[src/rtl/mux2_stream_arbiter.sv]
// Two-input round-robin stream arbiter feeding a MUX2x1 stage, with a one-entry
// registered output slot and per-source beat counters for bandwidth debug.

module mux2_stream_arbiter #(
  parameter int DATAWIDTH = 8,
  parameter int CNTWIDTH  = 16
) (
  input  logic                 Clk,
  input  logic                 Rst,
  input  logic                 a_valid,
  input  logic [DATAWIDTH-1:0] a_data,
  output logic                 a_ready,
  input  logic                 b_valid,
  input  logic [DATAWIDTH-1:0] b_data,
  output logic                 b_ready,
  output logic                 sel,
  output logic                 d_valid,
  output logic [DATAWIDTH-1:0] d,
  output logic                 d_src,
  input  logic                 d_ready,
  output logic [CNTWIDTH-1:0]  cnt_a,
  output logic [CNTWIDTH-1:0]  cnt_b
);

  logic                 last_r;
  logic                 grant_s;
  logic                 load_s;
  logic                 accept_s;
  logic [DATAWIDTH-1:0] mux_s;

  function automatic logic [DATAWIDTH-1:0] mux2x1(
    input logic [DATAWIDTH-1:0] a,
    input logic [DATAWIDTH-1:0] b,
    input logic                 s
  );
    return s ? b : a;
  endfunction

  // Round-robin grant: a lone requester always wins, otherwise serve the one not served last.
  always_comb begin
    grant_s = ~last_r;
    case ({a_valid, b_valid})
      2'b10:   grant_s = 1'b0;
      2'b01:   grant_s = 1'b1;
      default: grant_s = ~last_r;
    endcase
  end

  // The slot can take a beat when empty or when its current beat drains this cycle.
  assign load_s   = ~d_valid | d_ready;
  assign a_ready  = load_s & a_valid & ~grant_s;
  assign b_ready  = load_s & b_valid & grant_s;
  assign accept_s = a_ready | b_ready;
  assign sel      = grant_s;
  assign mux_s    = mux2x1(a_data, b_data, grant_s);

  // Output slot and round-robin history.
  always_ff @(posedge Clk or posedge Rst) begin
    if (Rst) begin
      d_valid <= 1'b0;
      d       <= {DATAWIDTH{1'b0}};
      d_src   <= 1'b0;
      last_r  <= 1'b1;
    end else begin
      if (accept_s) begin
        d       <= mux_s;
        d_src   <= grant_s;
        d_valid <= 1'b1;
        last_r  <= grant_s;
      end else if (load_s) begin
        d_valid <= 1'b0;
      end else begin
        d_valid <= d_valid;
      end
    end
  end

  // Per-source beat counters, wrapping modulo 2^CNTWIDTH.
  always_ff @(posedge Clk or posedge Rst) begin
    if (Rst) begin
      cnt_a <= {CNTWIDTH{1'b0}};
      cnt_b <= {CNTWIDTH{1'b0}};
    end else begin
      if (a_ready) begin
        cnt_a <= cnt_a + CNTWIDTH'(1);
      end else begin
        cnt_a <= cnt_a;
      end
      if (b_ready) begin
        cnt_b <= cnt_b + CNTWIDTH'(1);
      end else begin
        cnt_b <= cnt_b;
      end
    end
  end

  mux2_stream_arbiter_chk u_chk (
    .Clk     (Clk),
    .Rst     (Rst),
    .a_valid (a_valid),
    .b_valid (b_valid),
    .a_ready (a_ready),
    .b_ready (b_ready)
  );

endmodule

// Handshake invariants of the arbiter's input side.
module mux2_stream_arbiter_chk (
  input logic Clk,
  input logic Rst,
  input logic a_valid,
  input logic b_valid,
  input logic a_ready,
  input logic b_ready
);

  ready_onehot: assert property (@(posedge Clk) disable iff (Rst) !(a_ready && b_ready));
  a_ready_needs_valid: assert property (@(posedge Clk) disable iff (Rst) (a_ready |-> a_valid));
  b_ready_needs_valid: assert property (@(posedge Clk) disable iff (Rst) (b_ready |-> b_valid));

endmodule

[config.mk]
export PLATFORM = sky130hd
export DESIGN_NAME = mux2_stream_arbiter
export DESIGN_NICKNAME = d
export VERILOG_FILES = /design/src/rtl/mux2_stream_arbiter.sv
export SDC_FILE = /design/constraint.sdc
export NUM_CORES = 1
export LEC_CHECK = 0
export BUFFER_PORTS_ARGS = -buffer_cell sky130_fd_sc_hd__buf_4
export CAP_MARGIN = 20
export CELL_PAD_IN_SITES_DETAIL_PLACEMENT = 0
export CELL_PAD_IN_SITES_GLOBAL_PLACEMENT = 1
export CORE_AREA = 2 2 76 78
export DETAILED_ROUTE_END_ITERATION = 8
export DIE_AREA = 0 0 78 80
export MAX_ROUTING_LAYER = met4
export PLACE_DENSITY = 0.86
export SKIP_CTS_REPAIR_TIMING = 1
export SYNTH_ARGS = -nofsm -noshare
export SYNTH_HDL_FRONTEND = slang
export SYNTH_HIERARCHICAL = 1
export SYNTH_SLANG_ARGS = --single-unit
[constraint.sdc]
create_clock -name Clk -period 2.4 [get_ports Clk]
set_clock_uncertainty 0.2 [all_clocks]
set_input_delay 0.24 -clock Clk [delete_from_list [all_inputs] [get_ports Clk]]
set_output_delay 0.24 -clock Clk [all_outputs]
set_load 0.005 [all_outputs]
# Word level (Yosys, flattened, before mapping)
# Cells that the tools add are included.
[classes] n_bitwise=9 n_eq_ne=2 mux=4 n_addsub=2 reduce_logical=1
[ops] cell="$add A16 B1 Y16 const B" count=2
[ops] cell="$mux W8" count=1
[ops] cell="$and A1 B1 Y1" count=4
[ops] cell="$not A1 Y1" count=3
[ops] cell="$eq A2 B1 Y1 const B" count=1
[ops] cell="$eq A2 B2 Y1 const B" count=1
[ops] cell="$mux W1" count=2
[ops] cell="$or A1 B1 Y1" count=2
[ops] cell="$pmux W1 S2" count=1
[ops] cell="$reduce_bool A2 Y1" count=1
[word_totals] register_bits=43 inputBits=21 elab_cells=24 output_inout_bits=45

# Logic depth before layout (Yosys ltp)
# Gate-level depths: netlist of run 1.
[logic_depth] depth_word=6 mapped_depth=8 mapped_depth_nobuf=8

# Least setup slack after synthesis of run 1
# Ideal clock, no wire load.
[synth_timing] path_kind="input port to flip-flop" start="input port a_valid" end="register d[0]" n_path_buf=0 setup_slack_ps=477 setup_ps=125 t_required_ps=2075 arrival_time_ps=1598 path_stages=8 path_cell_list="inv_1 > ha_1 > nand2_2 > o21ai_4 > nand3_4 > clkinv_8 > nor2_8 > mux2_4"
[synth_via] elab_chain_len=5 word_cells_on_any_way=9 cone_classes="2 x eq/ne; 2 x mux; 5 x bitwise"
[synth_rtl] item="from (decl)" line="10" source="input logic a_valid,"
[synth_rtl] item="$eq A2 B1 Y1 / $eq A2 B2 Y1 (equally long branches)" line="42" source="case ({a_valid, b_valid})"
[synth_rtl] item="$pmux W1 S2" line="42"
[synth_rtl] item="$not A1 Y1" line="51" source="assign a_ready = load_s & a_valid & ~grant_s;"
[synth_rtl] item="$and A1 B1 Y1 *" line="51"
[synth_rtl] item="via a_ready" line="12" source="output logic a_ready,"
[synth_rtl] item="$or A1 B1 Y1 *" line="53" source="assign accept_s = a_ready | b_ready;"
[synth_rtl] item="to (signal assigned)" line="61" source="d <= {DATAWIDTH{1'b0}};"
[synth_rtl] item="to (signal assigned)" line="66" source="d <= mux_s;"
[synth_rtl] item="to (decl)" line="18" source="output logic [DATAWIDTH-1:0] d,"
# The timed path passes the listed nets; every way through them passes the cells marked *.
# A chain may end at the register's enable or synchronous reset.

# Final worst setup path of run 1
[layout_timing] start="input port a_valid" end="output port a_ready"
[layout_via] elab_chain_len=4 word_cells_on_any_way=6 cone_classes="2 x eq/ne; 1 x mux; 3 x bitwise"
[layout_rtl] item="$eq A2 B1 Y1 / $eq A2 B2 Y1 (equally long branches)" line="42"
[layout_rtl] item="$pmux W1 S2" line="42"
[layout_rtl] item="$not A1 Y1" line="51"
[layout_rtl] item="$and A1 B1 Y1 *" line="51"
[layout_rtl] item="to (decl)" line="12"
# Every way passes the cells marked *; elsewhere a longest branch is shown, timed or not.

==> impl_metrics.tcl, run 1 <==
set metrics [dict create \
    power.total_uw 2290 \
    yosys-top-cells-area "dfrtp_1, xnor2_1, mux2_4" \
    p_per_area_nw_per_um2 825 \
    io_pins 66 \
    wl_per_cell_um 13.8 \
    clock_sinks 43 \
    tns_ns 0 \
    num_vias 1538 \
    avgViaCountPerCell 4.96 \
    r2r_cells 6 \
    cp-end-kind "output pin" \
    final_common_cell "buf_4" \
    multi_input_area_um2 966 \
    dr.pass1.iters 4 \
    syn_area_per_cell_um2 12.8 \
    antenna_found_initial 0 \
    place_hpwl_um 3160 \
    crit_fanout 10 \
    syn_nets 188 \
    initial_core_util_pct 38.9 \
    synthCells 164 \
    ys_seq_area_share_pct 51.3 \
    clockBufferDepth 2 \
    hold_violations 0 \
    drt_iter0_drc 51 \
    synth_seq_cells 43 \
    die_h_um 80 \
    arrival_ns 1.51 \
    io_buffers 65 \
    worstReg2RegEnd "d[1]" \
    ys_types 30 \
    synth_top_area_share_pct 50.0 \
    worst_pin_slew_ns 0.799 \
    clk_pin_slew_ns 0.08 \
    setup_viol 0 \
    max_freq_ghz 0.512 \
    worstReg2RegStart "last_r" \
    place_congestion 0.773 \
    grt_pass1_wl_um 7350 \
    grt_pass1_vias 1554 \
    min_period_ns 1.95 \
    synth_top_flop_cell "dfrtp_1" \
    utilization_pct 51.4 \
    hp-class "input pin to flop" \
    final_cell_count_no_fill 310 \
    finalWirelength_um 4280 \
    cts_tree "yes" \
    grt_max_degree 24 \
    design_area_um2 2780 \
    rows 27 \
    worstHoldPathCells 3 \
    drv_slew 0 \
    required_ns 1.96 \
    cts_buffers 5 \
    cts-root-buf "clkbuf_8" \
    p_leak_uw 0.00138 \
    cp-start-kind "input pin" \
    layout_common_cells "buf_4, dfrtp_1, xnor2_1" \
    syn_to_final_growth_pct 32.2 \
    status "completed" \
    grt.total_usage_pct 15.3 \
    ant_nets 0 \
    grt_overflow 0 \
    nFillCells 516 \
    coreArea_um2 5410 \
    relSlewSlack_pct 46.4 \
    dieArea_um2 6240 \
    crit_type "input pin to output pin" \
    fin_nets 261 \
    yosys_warnings 6 \
    worst_ir_drop_vdd_mv 0.478 \
    rrSetupSlack_ns 0.61 \
    post_dp_cell_area_um2 2690 \
    rsz0062_at_grt "false" \
    htree_num_levels 2 \
    min_period_over_period_pct 81.3 \
    async_flop_share_pct 100 \
    maxCapViolCount 0 \
    synth_edf_count 0 \
    die_w_um 78 \
    antenna_cells 0 \
    final_layout_size_suffix_gt1_share_pct 42.4 \
    clkLatencyLatePin_ns 0.29 \
    regArea_um2 1080 \
    dp_cells 301 \
    hold_end "d[4]" \
    drc 0 \
    synth_top_area_cell "dfrtp_1" \
    min-delay-start "b_data[4]" \
    synth.cell_area_um2 2100 \
]
## state kept, by name, summed over array words and instances (netlist names)
register  count
cnt_b        16
d_src         1
d_valid       1
last_r        1
d             8
cnt_a        16
## synthesized netlist by cell type (5+ instances only)
| master | n |
|---|---|
| and3_1 | 5 |
| and4_1 | 7 |
| dfrtp_1 | 42 |
| inv_1 | 6 |
| mux2_2 | 9 |
| mux2_4 | 8 |
| nand2_1 | 10 |
| nand3_1 | 7 |
| nand4_1 | 12 |
| nor3_1 | 5 |
| xnor2_1 | 20 |
| xor2_1 | 10 |
## report_power, final
group	switching (µW)	internal, µW	total (µW)
logic	291	480	771
clock network	227	207	433
registers	185	904	1090
total	702	1590	2290
## per-layer routing
layer  share of wire (%)  GRT usage [%]
met1                  45           19.2
met2                  49           24.9
met3                 5.4           3.73
met4                 1.1           4.39
met5                   0              -
## area by class of cell
type / instances / share of cell area, %
clock buffer: 8 / 2.88
timing repair buffer: 67 / 18.6
inverter: 8 / 1.71
sequential: 43 / 38.8
tap: 72 / 3.24
multi-input combinational: 112 / 34.8
## critical path, cell delays in order
cell	delay, ns
buf_4	0.12
inv_1	0.04
ha_1	0.36
o21ai_4	0.35
nand3_4	0.17
clkinv_8	0.11
buf_4	0.11
## stage by stage
step                hold WS [ns]  setup slack (ns)
floorplan                  0.254             0.477
global placement           0.128             0.254
detailed placement         0.134             0.204
CTS                       -0.182             0.422
global route               0.103             0.339
finish                     0.109             0.449
## how the worst max path moves through the flow
stage               slack, ns       to    start
floorplan                0.48     d[0]  a_valid
global placement         0.25     d[0]  a_valid
detailed placement       0.20     d[2]  a_valid
CTS                      0.42  a_ready  a_valid
global route             0.34  a_ready  a_valid
finish                   0.45  a_ready  a_valid
## cell families after synthesis
group | after synthesis | synth area share, %
buf+inv | 9 | 2.80
compound gates | 4 | 2.86
xor+xnor | 30 | 12.5
simple gates | 58 | 18.3
flops | 43 | 51.3
fa+ha+maj | 3 | 1.79
mux | 17 | 10.5
Note: power is estimated with default switching activity, not from simulation.
==> run 2, diff against run 1 <==
clock period = 2 ns   (was 2.4 ns; I/O delays follow)
==> impl_metrics.tcl, run 2 (synthesized netlist as in run 1, its figures left out) <==
set metrics [dict create \
    status "completed" \
    hp-class "input pin to flop" \
    reg.largest.list "cnt_a x16, cnt_b x16, d x8" \
    clkLatencyLatePin_ns 0.30 \
    dieArea_um2 6240 \
    maxCapViolCount 0 \
    relSlewSlack_pct 63.4 \
    io_pins 66 \
    cp-start-kind "flop" \
    cts-root-buf "clkbuf_8" \
    dp_slack_ns -0.0856 \
    fin_nets 268 \
    crit_fanout 11 \
    clockBufferDepth 2 \
    grt.total_usage_pct 16.1 \
    layout_common_cells "buf_4, dfrtp_1, xnor2_1" \
    clock_sinks 43 \
    die_h_um 80 \
    antenna_cells 0 \
    initial_core_util_pct 38.9 \
    dr.pass1.iters 4 \
    num_vias 1539 \
    hold_violations 0 \
    worst_pin_slew_ns 0.546 \
    syn_to_final_growth_pct 35.6 \
    ant_nets 0 \
    dp_cells 308 \
    avgViaCountPerCell 4.85 \
    grt_pass1_vias 1552 \
    cts_tree "yes" \
    grt_pass1_wl_um 7670 \
    coreArea_um2 5410 \
    required_ns 1.60 \
    rows 27 \
    final_layout_size_suffix_gt1_share_pct 45.7 \
    max_freq_ghz 0.525 \
    drt_iter0_drc 32 \
    tns_ns 0 \
    place_hpwl_um 3290 \
    rsz0062_at_grt "false" \
    die_w_um 78 \
    place_congestion 0.749 \
    min_period_over_period_pct 95.2 \
    io_buffers 65 \
    grt_overflow 0 \
    wl_per_cell_um 13.7 \
    p_leak_uw 0.00142 \
    worstHoldPathCells 3 \
    finalWirelength_um 4350 \
    post_dp_cell_area_um2 2750 \
    drv_slew 0 \
    setup_viol 0 \
    design_area_um2 2850 \
    cp-end-kind "output pin" \
    final_cell_count_no_fill 317 \
    crit_type "flop to output pin" \
    cts_buffers 5 \
    min_period_ns 1.90 \
    final_common_cell "buf_4" \
    htree_num_levels 2 \
    p_per_area_nw_per_um2 987 \
    clk_pin_slew_ns 0.08 \
    drc 0 \
    r2r_cells 6 \
    antenna_found_initial 0 \
    arrival_ns 1.50 \
    power.total_uw 2810 \
    grt_max_degree 22 \
    worst_ir_drop_vdd_mv 0.594 \
    postLayoutSetupSlackWorst_ns 0.0964 \
]
-- run 2: cell types whose count changed in the layout (fill, tap and decap cells not counted), sizes merged --
cell	delta
buf	+7
clkbuf	-3
clkinv	+3
-- run 2: metal layers --
layer	wire length [µm]	track usage, %	share of wire, %
met1	1950	20.0	45
met2	2170	26.6	50
met3	201	4.07	4.6
met4	31	3.68	0.71
met5	0	-	0
-- run 2: path summary, 6_finish.rpt --
path / start / endpoint / slack, ns
max: last_r / b_ready / 0.1
min: a_data[3] / d[3] / 0.06
max reg2reg: last_r / d[5] / 0.22
min reg2reg: cnt_a[15] / cnt_a[15] / 0.28
max in group asynchronous: Rst / last_r / 0.83
min in group asynchronous: Rst / cnt_b[8] / 0.24
-- run 2: final cells by class --
type	count	area, µm²
multi-input cells	112	968
fillers	521	2550
inverters	8	47.5
clock buffers	5	68.8
repair buffers	74	583
flip-flops and latches	43	1080
well taps	72	90.1
clock inverters	3	15.0
-- run 2: power by group --
group          leakage, µW  internal [µW]  switching, µW
sequential        0.000548           1080            219
clock            0.0000477            239            299
combinational     0.000825            609            362
-- run 2: through the flow --
| stage | hold WS [ns] | utilization, % |
|---|---|---|
| final | 0.0590 | 52.7 |
| after global routing | 0.0522 | 52.7 |
| after CTS | -0.313 | 52.5 |
| after detailed placement | 0.00603 | 50.9 |
| after global placement | 0.0123 | 50.9 |
| after floorplan | 0.214 | - |
-- run 2: worst max-delay path: stages, from the launching register on --
cell and delay, ns:
dfstp_2 0.55, nand2_2 0.07, buf_4 0.15, nand4b_4 0.10
inv_6 0.08, buf_12 0.14, buf_4 0.13
